File: src/rtl/nibble_add_seq_pkg.sv
// Shared types and sizing helpers for the nibble-serial adder.
package nibble_add_pkg;

    localparam int SLICE_W = 4;

    typedef enum logic [1:0] {
        IDLE = 2'd0,
        RUN  = 2'd1,
        DONE = 2'd2
    } state_e;

    function automatic int nslice_of(input int width);
        return width / SLICE_W;
    endfunction

    // Keeps idx at least one bit wide even for a single-pass build.
    function automatic int idx_w_of(input int width);
        return (nslice_of(width) > 1) ? $clog2(nslice_of(width)) : 1;
    endfunction

endpackage

File: src/rtl/nibble_add_seq_if.sv
// Requester-side handshake and operand/result bus for nibble_add_seq.
// The op port exists only when NIBBLE_ADD_SEQ_SUB_EN is defined.
interface nibble_add_seq_if #(
    parameter int WIDTH = 16
);
    logic             start;
    logic [WIDTH-1:0] a;
    logic [WIDTH-1:0] b;
    logic             cin;
`ifdef NIBBLE_ADD_SEQ_SUB_EN
    logic             op;
`endif
    logic             busy;
    logic             done;
    logic [WIDTH-1:0] sum;
    logic             cout;

`ifdef NIBBLE_ADD_SEQ_SUB_EN
    modport master (output start, a, b, cin, op, input busy, done, sum, cout);
    modport slave  (input start, a, b, cin, op, output busy, done, sum, cout);
`else
    modport master (output start, a, b, cin, input busy, done, sum, cout);
    modport slave  (input start, a, b, cin, output busy, done, sum, cout);
`endif

endinterface

File: src/rtl/nibble_add_seq_slice.sv
// Combinational 4-bit ripple-carry adder built from a chain of full adders.
module add_slice4
    import nibble_add_pkg::*;
(
    input  logic [SLICE_W-1:0] a_i,
    input  logic [SLICE_W-1:0] b_i,
    input  logic               cin_i,
    output logic [SLICE_W-1:0] sum_o,
    output logic               cout_o
);

    logic [SLICE_W:0] c;

    assign c[0] = cin_i;

    genvar i;
    generate
        for (i = 0; i < SLICE_W; i++) begin : g_fa
            assign sum_o[i] = a_i[i] ^ b_i[i] ^ c[i];
            assign c[i+1]   = (a_i[i] & b_i[i]) | (c[i] & (a_i[i] ^ b_i[i]));
        end
    endgenerate

    assign cout_o = c[SLICE_W];

endmodule

File: src/rtl/nibble_add_seq.sv
// WIDTH-bit adder that reuses one 4-bit slice, one nibble per clock, LSB first.
// Define NIBBLE_ADD_SEQ_SUB_EN to add the op input (1 = subtract a-b).
module nibble_add_seq
    import nibble_add_pkg::*;
#(
    parameter int WIDTH = 16
) (
    input  logic            clk,
    input  logic            rst,
    nibble_add_seq_if.slave bus
);

    localparam int NSLICE = nslice_of(WIDTH);
    localparam int IW     = idx_w_of(WIDTH);

    generate
        if ((WIDTH % SLICE_W) != 0 || WIDTH < 8) begin : g_bad_width
            $error("nibble_add_seq: WIDTH must be a multiple of 4 and at least 8");
        end
    endgenerate

    state_e           state_q, state_d;
    logic [WIDTH-1:0] a_q, a_d;
    logic [WIDTH-1:0] b_q, b_d;
    logic [WIDTH-1:0] acc_q, acc_d;
    logic [WIDTH-1:0] sum_q, sum_d;
    logic             carry_q, carry_d;
    logic             cout_q, cout_d;
    logic [IW-1:0]    idx_q, idx_d;
`ifdef NIBBLE_ADD_SEQ_SUB_EN
    logic             op_q, op_d;
`endif

    logic [IW+1:0]      bit_off;
    logic [SLICE_W-1:0] s_a, s_b, s_sum;
    logic               s_cout;

    // Bit offset of the current nibble; idx * 4 as a plain concatenation.
    assign bit_off = {idx_q, 2'b00};
    assign s_a     = a_q[bit_off +: SLICE_W];
`ifdef NIBBLE_ADD_SEQ_SUB_EN
    assign s_b     = b_q[bit_off +: SLICE_W] ^ {SLICE_W{op_q}};
`else
    assign s_b     = b_q[bit_off +: SLICE_W];
`endif

    add_slice4 u_slice (
        .a_i    (s_a),
        .b_i    (s_b),
        .cin_i  (carry_q),
        .sum_o  (s_sum),
        .cout_o (s_cout)
    );

    always_comb begin
        state_d = state_q;
        a_d     = a_q;
        b_d     = b_q;
        acc_d   = acc_q;
        sum_d   = sum_q;
        carry_d = carry_q;
        cout_d  = cout_q;
        idx_d   = idx_q;
`ifdef NIBBLE_ADD_SEQ_SUB_EN
        op_d    = op_q;
`endif
        case (state_q)
            IDLE, DONE: begin
                if (bus.start) begin
                    state_d = RUN;
                    a_d     = bus.a;
                    b_d     = bus.b;
                    acc_d   = '0;
                    idx_d   = '0;
`ifdef NIBBLE_ADD_SEQ_SUB_EN
                    op_d    = bus.op;
                    // Two's complement subtract: inverted b plus an initial carry.
                    carry_d = bus.op ? 1'b1 : bus.cin;
`else
                    carry_d = bus.cin;
`endif
                end else begin
                    state_d = IDLE;
                end
            end
            RUN: begin
                acc_d[bit_off +: SLICE_W] = s_sum;
                carry_d                   = s_cout;
                if (idx_q == IW'(NSLICE - 1)) begin
                    state_d = DONE;
                    sum_d   = acc_d;
                    cout_d  = s_cout;
                end else begin
                    idx_d   = idx_q + IW'(1);
                end
            end
            default: state_d = IDLE;
        endcase
    end

    always_ff @(posedge clk) begin
        if (rst) begin
            state_q <= IDLE;
            a_q     <= '0;
            b_q     <= '0;
            acc_q   <= '0;
            sum_q   <= '0;
            carry_q <= 1'b0;
            cout_q  <= 1'b0;
            idx_q   <= '0;
`ifdef NIBBLE_ADD_SEQ_SUB_EN
            op_q    <= 1'b0;
`endif
        end else begin
            state_q <= state_d;
            a_q     <= a_d;
            b_q     <= b_d;
            acc_q   <= acc_d;
            sum_q   <= sum_d;
            carry_q <= carry_d;
            cout_q  <= cout_d;
            idx_q   <= idx_d;
`ifdef NIBBLE_ADD_SEQ_SUB_EN
            op_q    <= op_d;
`endif
        end
    end

    assign bus.busy = (state_q == RUN);
    assign bus.done = (state_q == DONE);
    assign bus.sum  = sum_q;
    assign bus.cout = cout_q;

endmodule

File: src/flat_wrapper.sv
// flat-port wrapper written by rule: the top's interface ports become plain ports
module nibble_add_seq_flat import nibble_add_pkg::*;
#(
    parameter int WIDTH = 16
)
  (clk, rst, bus_start, bus_a, bus_b, bus_cin, bus_busy, bus_done, bus_sum, bus_cout);
  nibble_add_seq_if #(.WIDTH(WIDTH)) bus_i ();
  input  logic clk;
  input  logic rst;
  input wire logic [$bits(bus_i.start)-1:0] bus_start;
  input wire logic [$bits(bus_i.a)-1:0] bus_a;
  input wire logic [$bits(bus_i.b)-1:0] bus_b;
  input wire logic [$bits(bus_i.cin)-1:0] bus_cin;
  output wire logic [$bits(bus_i.busy)-1:0] bus_busy;
  output wire logic [$bits(bus_i.done)-1:0] bus_done;
  output wire logic [$bits(bus_i.sum)-1:0] bus_sum;
  output wire logic [$bits(bus_i.cout)-1:0] bus_cout;
  assign bus_i.start = bus_start;
  assign bus_i.a = bus_a;
  assign bus_i.b = bus_b;
  assign bus_i.cin = bus_cin;
  assign bus_busy = bus_i.busy;
  assign bus_done = bus_i.done;
  assign bus_sum = bus_i.sum;
  assign bus_cout = bus_i.cout;
  nibble_add_seq #(.WIDTH(WIDTH)) u_core (.clk(clk), .rst(rst), .bus(bus_i));
endmodule
File: config.mk
export PLATFORM = sky130hd
export DESIGN_NAME = nibble_add_seq_flat
export DESIGN_NICKNAME = d
export VERILOG_FILES = /design/src/rtl/nibble_add_seq_pkg.sv /design/src/rtl/nibble_add_seq_if.sv /design/src/rtl/nibble_add_seq_slice.sv /design/src/rtl/nibble_add_seq.sv /design/src/flat_wrapper.sv
export SDC_FILE = /design/constraint.sdc
export NUM_CORES = 1
export LEC_CHECK = 0
export BUFFER_PORTS_ARGS = -buffer_cell sky130_fd_sc_hd__buf_2
export CELL_PAD_IN_SITES_DETAIL_PLACEMENT = 0
export CELL_PAD_IN_SITES_GLOBAL_PLACEMENT = 1
export CORE_MARGIN = 8
export CORE_UTILIZATION = 45
export CTS_CLUSTER_DIAMETER = 200
export DETAILED_ROUTE_END_ITERATION = 12
export MAX_ROUTING_LAYER = met4
export PLACE_DENSITY_LB_ADDON = 0.25
export SYNTH_ARGS = -nofsm -noshare
export SYNTH_HDL_FRONTEND = slang
export SYNTH_HIERARCHICAL = 1
export SYNTH_SLANG_ARGS = --single-unit
File: constraint.sdc
create_clock -name clk -period 4.9 [get_ports clk]
set_input_delay 0.98 -clock clk [delete_from_list [all_inputs] [get_ports clk]]
set_output_delay 0.98 -clock clk [all_outputs]
set_load 0.01 [all_outputs]
==> results of run 1 <==
-- layout make-up --
cell class / instances / area share, %
repair buffers: 58 / 8.535
clock inverters: 1 / 0.1422
inverters: 17 / 1.814
well taps: 80 / 2.845
multi-input cells: 222 / 42.21
clock buffers: 14 / 4.623
flip-flops and latches: 70 / 39.83
-- power groups by stage --
stage | Clock [mW] | Sequential, mW | Combinational (mW)
floorplan | 0 | 0.611 | 0.0987
global placement | 0 | 0.616 | 0.135
detailed placement | 0 | 0.616 | 0.135
CTS | 0.417 | 0.603 | 0.135
global route | 0.444 | 0.605 | 0.151
finish | 0.407 | 0.603 | 0.135
-- registers in the layout, indices dropped and copies added (netlist names) --
signal	cells
u_core/b_q	16
u_core/acc_q	16
u_core/bus.sum	16
u_core/carry_q	1
u_core/a_q	16
u_core/idx_q	2
u_core/bus.cout	1
u_core/state_q	2
-- cell usage after synthesis, types with 4 or more instances --
library cell  number  area share [%]
a211oi_2           4             1.6
a21oi_1           38             6.2
a221oi_1          13             3.7
a22o_1            14             4.0
buf_2             12             2.0
dfxtp_1           70              46
fa_1               4             2.6
ha_1               6             2.5
inv_1             16             2.0
mux4_2             8             5.9
nand2_1           68             8.4
nor2_1            19             2.3
nor2b_1            6             1.2
nor3_1            13             2.1
-- logic make-up (layout without fill, tap and decap cells) --
| group | Yosys count | count (layout) | share of synthesized area, % |
|---|---|---|---|
| fa+ha+maj | 10 | 10 | 5.082 |
| flops | 70 | 70 | 45.90 |
| buf+inv | 38 | 90 | 5.533 |
| simple gates | 126 | 126 | 19.55 |
| mux | 8 | 8 | 5.902 |
| compound gates | 78 | 78 | 18.03 |
-- per-layer routing --
layer  vias up  part of all wire (%)
met1      1156                    48
met3         9                   4.2
li1       1258                     -
met4         0                   1.5
met5         -                     0
met2        64                    47
-- worst paths after layout --
check	slack [ns]	startpoint	endpoint
worst max register to register	1.40	u_core/idx_q[1]	u_core/bus.sum[11]
worst max-delay path	1.40	u_core/idx_q[1]	u_core/bus.sum[11]
worst min register to register	0.45	u_core/b_q[8]	u_core/b_q[8]
worst min-delay path	0.45	u_core/b_q[8]	u_core/b_q[8]
-- worst reg2reg max path: cells and delay by family (launching register included) --
family	cells	cell delay, ns
DFF	1	0.65
and+or+nand+nor	2	0.54
adders and majority gates	4	1.35
muxes	1	0.43
AOI/OAI and AO/OA	1	0.15
buffers and inverters	4	0.31
==> summary.txt, run 1 <==
Outcome
  • Status: finished, final reports clean

Cells and area
  • FF+latch area: around 1400 µm²
  • Nets: 424
  • # diodes: 0
  • Layout filler cell count: between 600 and 700
  • Syn-to-layout area delta: 15.25%
  • Share of layout cells above drive strength 1: a little under a quarter
  • Core Util, Final: 52.66%
  • Non-Filler Instances: ~460
  • Most frequent cells in the layout: dfxtp_1, nand2_1, buf_2
  • Multi-input gate area: roughly 1500 µm²
  • Commonest non-fill, non-tap cell in the layout: dfxtp_1
  • Post-route cell area: ~3500 µm²

Clocking
  • CTS max path bufs: 2
  • CTS tree: built
  • Clk_lat worst skew: ~0.34 ns
  • Post-CTS resize count: 0
  • Worst-path clk slew: roughly 0.07 ns
  • Hold buffers post-CTS: 0
  • Total CTS buffers: 9
  • H-tree Lvls: 3
  • Root Buffer: clkbuf_8
  • Sink Count: 70
  • Setup bufs post-CTS: 0

Power
  • Pwr per Cell Area: approximately 330 nW/µm²
  • Clock Power Share: between 30% and 40%
  • P_leak: between 1 and 1.5 nW
  • Worst IR Drop VDD: between 0.1 and 0.15 mV
  • Comb pwr share: between 10% and 20%
  • Reg power frac: a little over half
  • Design internal power: roughly 0.85 mW
  • Switching share of power: 25.48%
  • Final Power: around 1.1 mW
  • P_sw: 0.2915 mW

Global routing
  • Largest net degree at the start of global routing: between 50 and 60
  • Met2 Resource Use GR: roughly a quarter
  • Vias in the first global route: approximately 2.5k
  • GR Layer Usage met1: between 10% and 20%
  • GR peak layer: met2
  • Gr ovfl total: 0
  • Total track usage: around 16%
  • Initial antenna violation count: 0
  • M3 GR Usage: slightly above 4%
  • First-pass GRT wire length: around 12 mm

Setup path
  • Worst path max stage delay: between 0.6 and 0.7 ns
  • Worst path depth: 12
  • Required @ worst endpoint: roughly 5.2 ns
  • Arr. time, crit path: around 3.8 ns
  • Worst path top cell family by delay: adder cells
  • Worst path buffer plus inverter count: 4
  • Crit path launch type: register
  • FF-to-FF path depth: 12
  • Crit path cell chain: mux4_2 > fa_1 > inv_1 > fa_1 > inv_1 > fa_1 > inv_1 > fa_1 > inv_1 > nor2b_1 > a221oi_1 > nor3_1
  • CP max-delay cell: dfxtp_1
  • Critical setup path kind: reg2reg
  • Crit-path max FO: 13
  • Worst setup EP type: register

Die
  • FP Rows: 30
  • Die Span Y: approximately 98 µm
  • Die area: just under 10000 µm²
  • Starting density of the core: between 40% and 50%
  • Core area: around 6700 µm²
  • IO Count: 55
  • Die width: 98.37 µm

Timing
  • Maximum clock rate: roughly 290 MHz
  • Final setup fails: 0
  • RSZ-0062 raised after global routing: false
  • Tmin final: between 3 and 4 ns
  • Setup TNS: 0 ns
  • Slew margin rel.: between 50% and 60%
  • Worst setup margin: roughly 1.4 ns
  • Hold Vio Cnt, Final: 0
  • WHS: about 0.45 ns
  • Final period utilization: a little under three quarters
  • Worst slew pin tran: 0.7104 ns
  • Slew Limit Fails: 0
  • Clock skew: 0.005595 ns

Synth
  • Mapped Cells: 330
  • Main synth FF type: dfxtp_1
  • Synthesized cell area: 3053 µm²
  • Yosys reg bits: 70
  • Avg Synthesized Cell Area: slightly above 9 µm²
  • Synth Warn #: 6
  • Cell variety after synth: 35
  • Number of synthesized flops with an enable pin: 0
  • Asr flop ratio synth: 0%
  • Seq/Total Area, Yosys: a little under half
  • Post-synth net total: roughly 380

Placement
  • Detail Placement HPWL: between 4 and 5 mm
  • RD Place Congestion: 0.7829
  • Placed cell areas: between 3000 and 4000 µm²
  • Post-Place Worst Slack: 1.416 ns
  • Placed cells: 447
  • IO buf count: 54

Route
  • Pre-Repair DR Iteration Count: 4
  • First DRT Iteration DRCs: between 70 and 80
  • Total number of vias: ~2.5k
  • Residual DRC count: 0
  • Vias/cell: roughly 5.4
  • Final ANT Viol Nets: 0
  • Total Wirelength: between 6 and 7 mm
  • Detailed-route wire length per cell: ~15 µm

Hold path
  • Hold Crit Class: reg2reg
  • Worst Hold Depth: 2

Flow run
  • Max Cap Violations: 0
(Power assumes the default switching activity.)
==> inputs of run 2 (changes only) <==
- CORE_UTILIZATION: 45 -> 42
- clock period: 4.9 -> 3.48 ns (I/O delays scaled with it)
==> summary.txt, run 2 (synthesis gave the netlist of run 1 again) <==
Outcome
  • Status: finished, final reports clean (unchanged)

Global routing
  • Largest net degree at the start of global routing: 41 (was 59)
  • Total track usage: 15.43% (was 15.55%)
  • First-pass GRT wire length: 12.21 mm (was 11.99 mm)
  • Gr ovfl total: 0 (unchanged)
  • Initial antenna violation count: 0 (unchanged)
  • Vias in the first global route: 2554 (was 2510)

Setup path
  • Worst setup EP type: register (unchanged)
  • Launch point of the critical path: u_core/idx_q[0] (was u_core/idx_q[1])
  • Critical setup path kind: reg2reg (unchanged)
  • R2R Setup Slk: 0.26 ns (was 1.40 ns)
  • Crit-path max FO: 5 (was 13)
  • FF-to-FF path depth: 12 (unchanged)
  • Crit path launch type: register (unchanged)
  • R2R Path Start: u_core/idx_q[0] (was u_core/idx_q[1])
  • Arr. time, crit path: 3.48 ns (was 3.76 ns)
  • FF-to-FF End: u_core/bus.sum[11] (unchanged)
  • Required @ worst endpoint: 3.75 ns (was 5.16 ns)

Cells and area
  • Multi-input gate area: 1493 µm² (was 1485 µm²)
  • Commonest non-fill, non-tap cell in the layout: dfxtp_1 (unchanged)
  • Nets: 428 (was 424)
  • # diodes: 0 (unchanged)
  • Share of layout cells above drive strength 1: 25.58% (was 23.56%)
  • Most frequent cells in the layout: dfxtp_1, nand2_1, buf_2 (unchanged)
  • FF+latch area: 1401 µm² (unchanged)
  • Syn-to-layout area delta: 19.06% (was 15.25%)
  • Layout filler cell count: 743 (was 669)

Clocking
  • Root Buffer: clkbuf_8 (unchanged)
  • CTS tree: built (unchanged)
  • Hold buffers post-CTS: 0 (unchanged)
  • Sink Count: 70 (unchanged)
  • Total CTS buffers: 9 (unchanged)
  • CTS max path bufs: 2 (unchanged)
  • Clk_lat worst skew: 0.34 ns (about the same)
  • H-tree Lvls: 3 (unchanged)
  • Worst-path clk slew: 0.07 ns (about the same)
  • Post-CTS resize count: 0 (unchanged)
  • Setup bufs post-CTS: 0 (unchanged)

Timing
  • Maximum clock rate: 310.9 MHz (was 285.8 MHz)
  • Final setup fails: 0 (unchanged)
  • RSZ-0062 raised after global routing: false (unchanged)
  • Slew Limit Fails: 0 (unchanged)
  • Setup TNS: 0 ns (unchanged)
  • Final period utilization: 92.43% (was 71.41%)
  • Hold Vio Cnt, Final: 0 (unchanged)
  • Slew margin rel.: 34.52% (was 52.64%)
  • Tmin final: 3.216 ns (was 3.499 ns)
  • Clock skew: 0.007914 ns (was 0.005595 ns)
  • Worst slew pin tran: 0.9822 ns (was 0.7104 ns)

Hold path
  • HP Start: u_core/b_q[12] (was u_core/b_q[8])
  • Worst Hold Depth: 2 (unchanged)
  • Hold Crit Class: reg2reg (unchanged)
  • Hold Path End: u_core/b_q[12] (was u_core/b_q[8])

Die
  • Die area: 10250 µm² (was 9676 µm²)
  • IO Count: 55 (unchanged)
  • FP Rows: 31 (was 30)
  • Die width: 101.3 µm (was 98.37 µm)
  • Die Span Y: 101.3 µm (was 98.37 µm)
  • Starting density of the core: 42.78% (was 45.69%)
  • Core area: 7137 µm² (was 6681 µm²)

Placement
  • RD Place Congestion: 0.7804 (was 0.7829)
  • IO buf count: 54 (unchanged)
  • Detail Placement HPWL: 5.150 mm (was 4.832 mm)

Power
  • Pwr per Cell Area: 489.5 nW/µm² (was 325.2 nW/µm²)
  • Final Power: 1.779 mW (was 1.144 mW)
  • Worst IR Drop VDD: 0.2288 mV (was 0.1458 mV)
  • P_leak: 1.504 nW (was 1.459 nW)

Route
  • Residual DRC count: 0 (unchanged)
  • Pre-Repair DR Iteration Count: 4 (unchanged)
  • Total number of vias: 2505 (was 2487)
  • Final ANT Viol Nets: 0 (unchanged)
  • First DRT Iteration DRCs: 92 (was 71)
  • Detailed-route wire length per cell: 14.98 µm (was 15.04 µm)
  • Total Wirelength: 7.282 mm (was 6.947 mm)
  • Vias/cell: 5.154 (was 5.383)

Flow run
  • Max Cap Violations: 0 (unchanged)
run 2: cell types whose count changed in the layout (fill, tap and decap cells not counted), sizes merged:
cell | previous run | this run
buf | 58 | 62
clkinv | 1 | 2
clkinvlp | 0 | 2
bufinv | 0 | 2
clkbuf | 14 | 10
run 2: layer usage:
metal | global-route usage [%] | wire length [µm] | vias up | share of wire (%)
li1 | - | - | 1261 | -
met3 | 3.230 | 242 | 9 | 3.3
met2 | 23.38 | 3396 | 42 | 47
met4 | 6.873 | 97 | 0 | 1.3
met5 | - | 0 | - | 0
met1 | 19.35 | 3545 | 1193 | 49
run 2: area by class of cell:
cell class	count	share of cell area [%]
Inverter	17	1.756
Tap cell	99	3.408
Multi-Input combinational cell	222	41.07
Clock buffer	10	3.787
Sequential cell	70	38.55
Clock inverter	6	2.341
Timing Repair Buffer	62	9.088
run 2: how the worst max path moves through the flow:
stage                              end  slack [ns]  depth (start not counted)
floorplan           u_core/bus.sum[11]        0.10                         13
global placement    u_core/bus.sum[11]        0.17                         12
detailed placement  u_core/bus.sum[11]        0.08                         12
CTS                 u_core/bus.sum[11]        0.08                         12
global route        u_core/bus.sum[11]       0.008                         12
finish              u_core/bus.sum[11]        0.26                         12
run 2: where the power goes:
part | switching, mW | total [mW] | internal (mW)
Sequential | 0.0177 | 0.847 | 0.829
Combinational | 0.119 | 0.201 | 0.0822
Clock | 0.311 | 0.731 | 0.420
Total | 0.448 | 1.78 | 1.33
run 2: worst max-delay path: stages (launching register included):
cell and delay, ns:
dfxtp_1 0.41, mux4_2 0.54, fa_1 0.44, inv_1 0.08, fa_1 0.16, inv_1 0.05
fa_1 0.35, inv_1 0.08, fa_1 0.41, inv_1 0.13, nor2b_4 0.23, a221oi_1 0.10
nor3_1 0.17
run 2: stage by stage:
step           utilization, %  setup slack (ns)  instances  instance area [µm²]  hold WS (ns)
2_1_floorplan               -            0.1039        330                 3053        0.4331
3_3_place_gp            47.70            0.1737        470                 3405        0.4414
3_5_place_dp            47.70           0.08255        470                 3405        0.4445
4_1_cts                 50.82           0.08141        486                 3627        0.4542
5_1_grt                 50.93          0.008283        486                 3635        0.4754
6_report                50.93            0.2635        486                 3635        0.4536
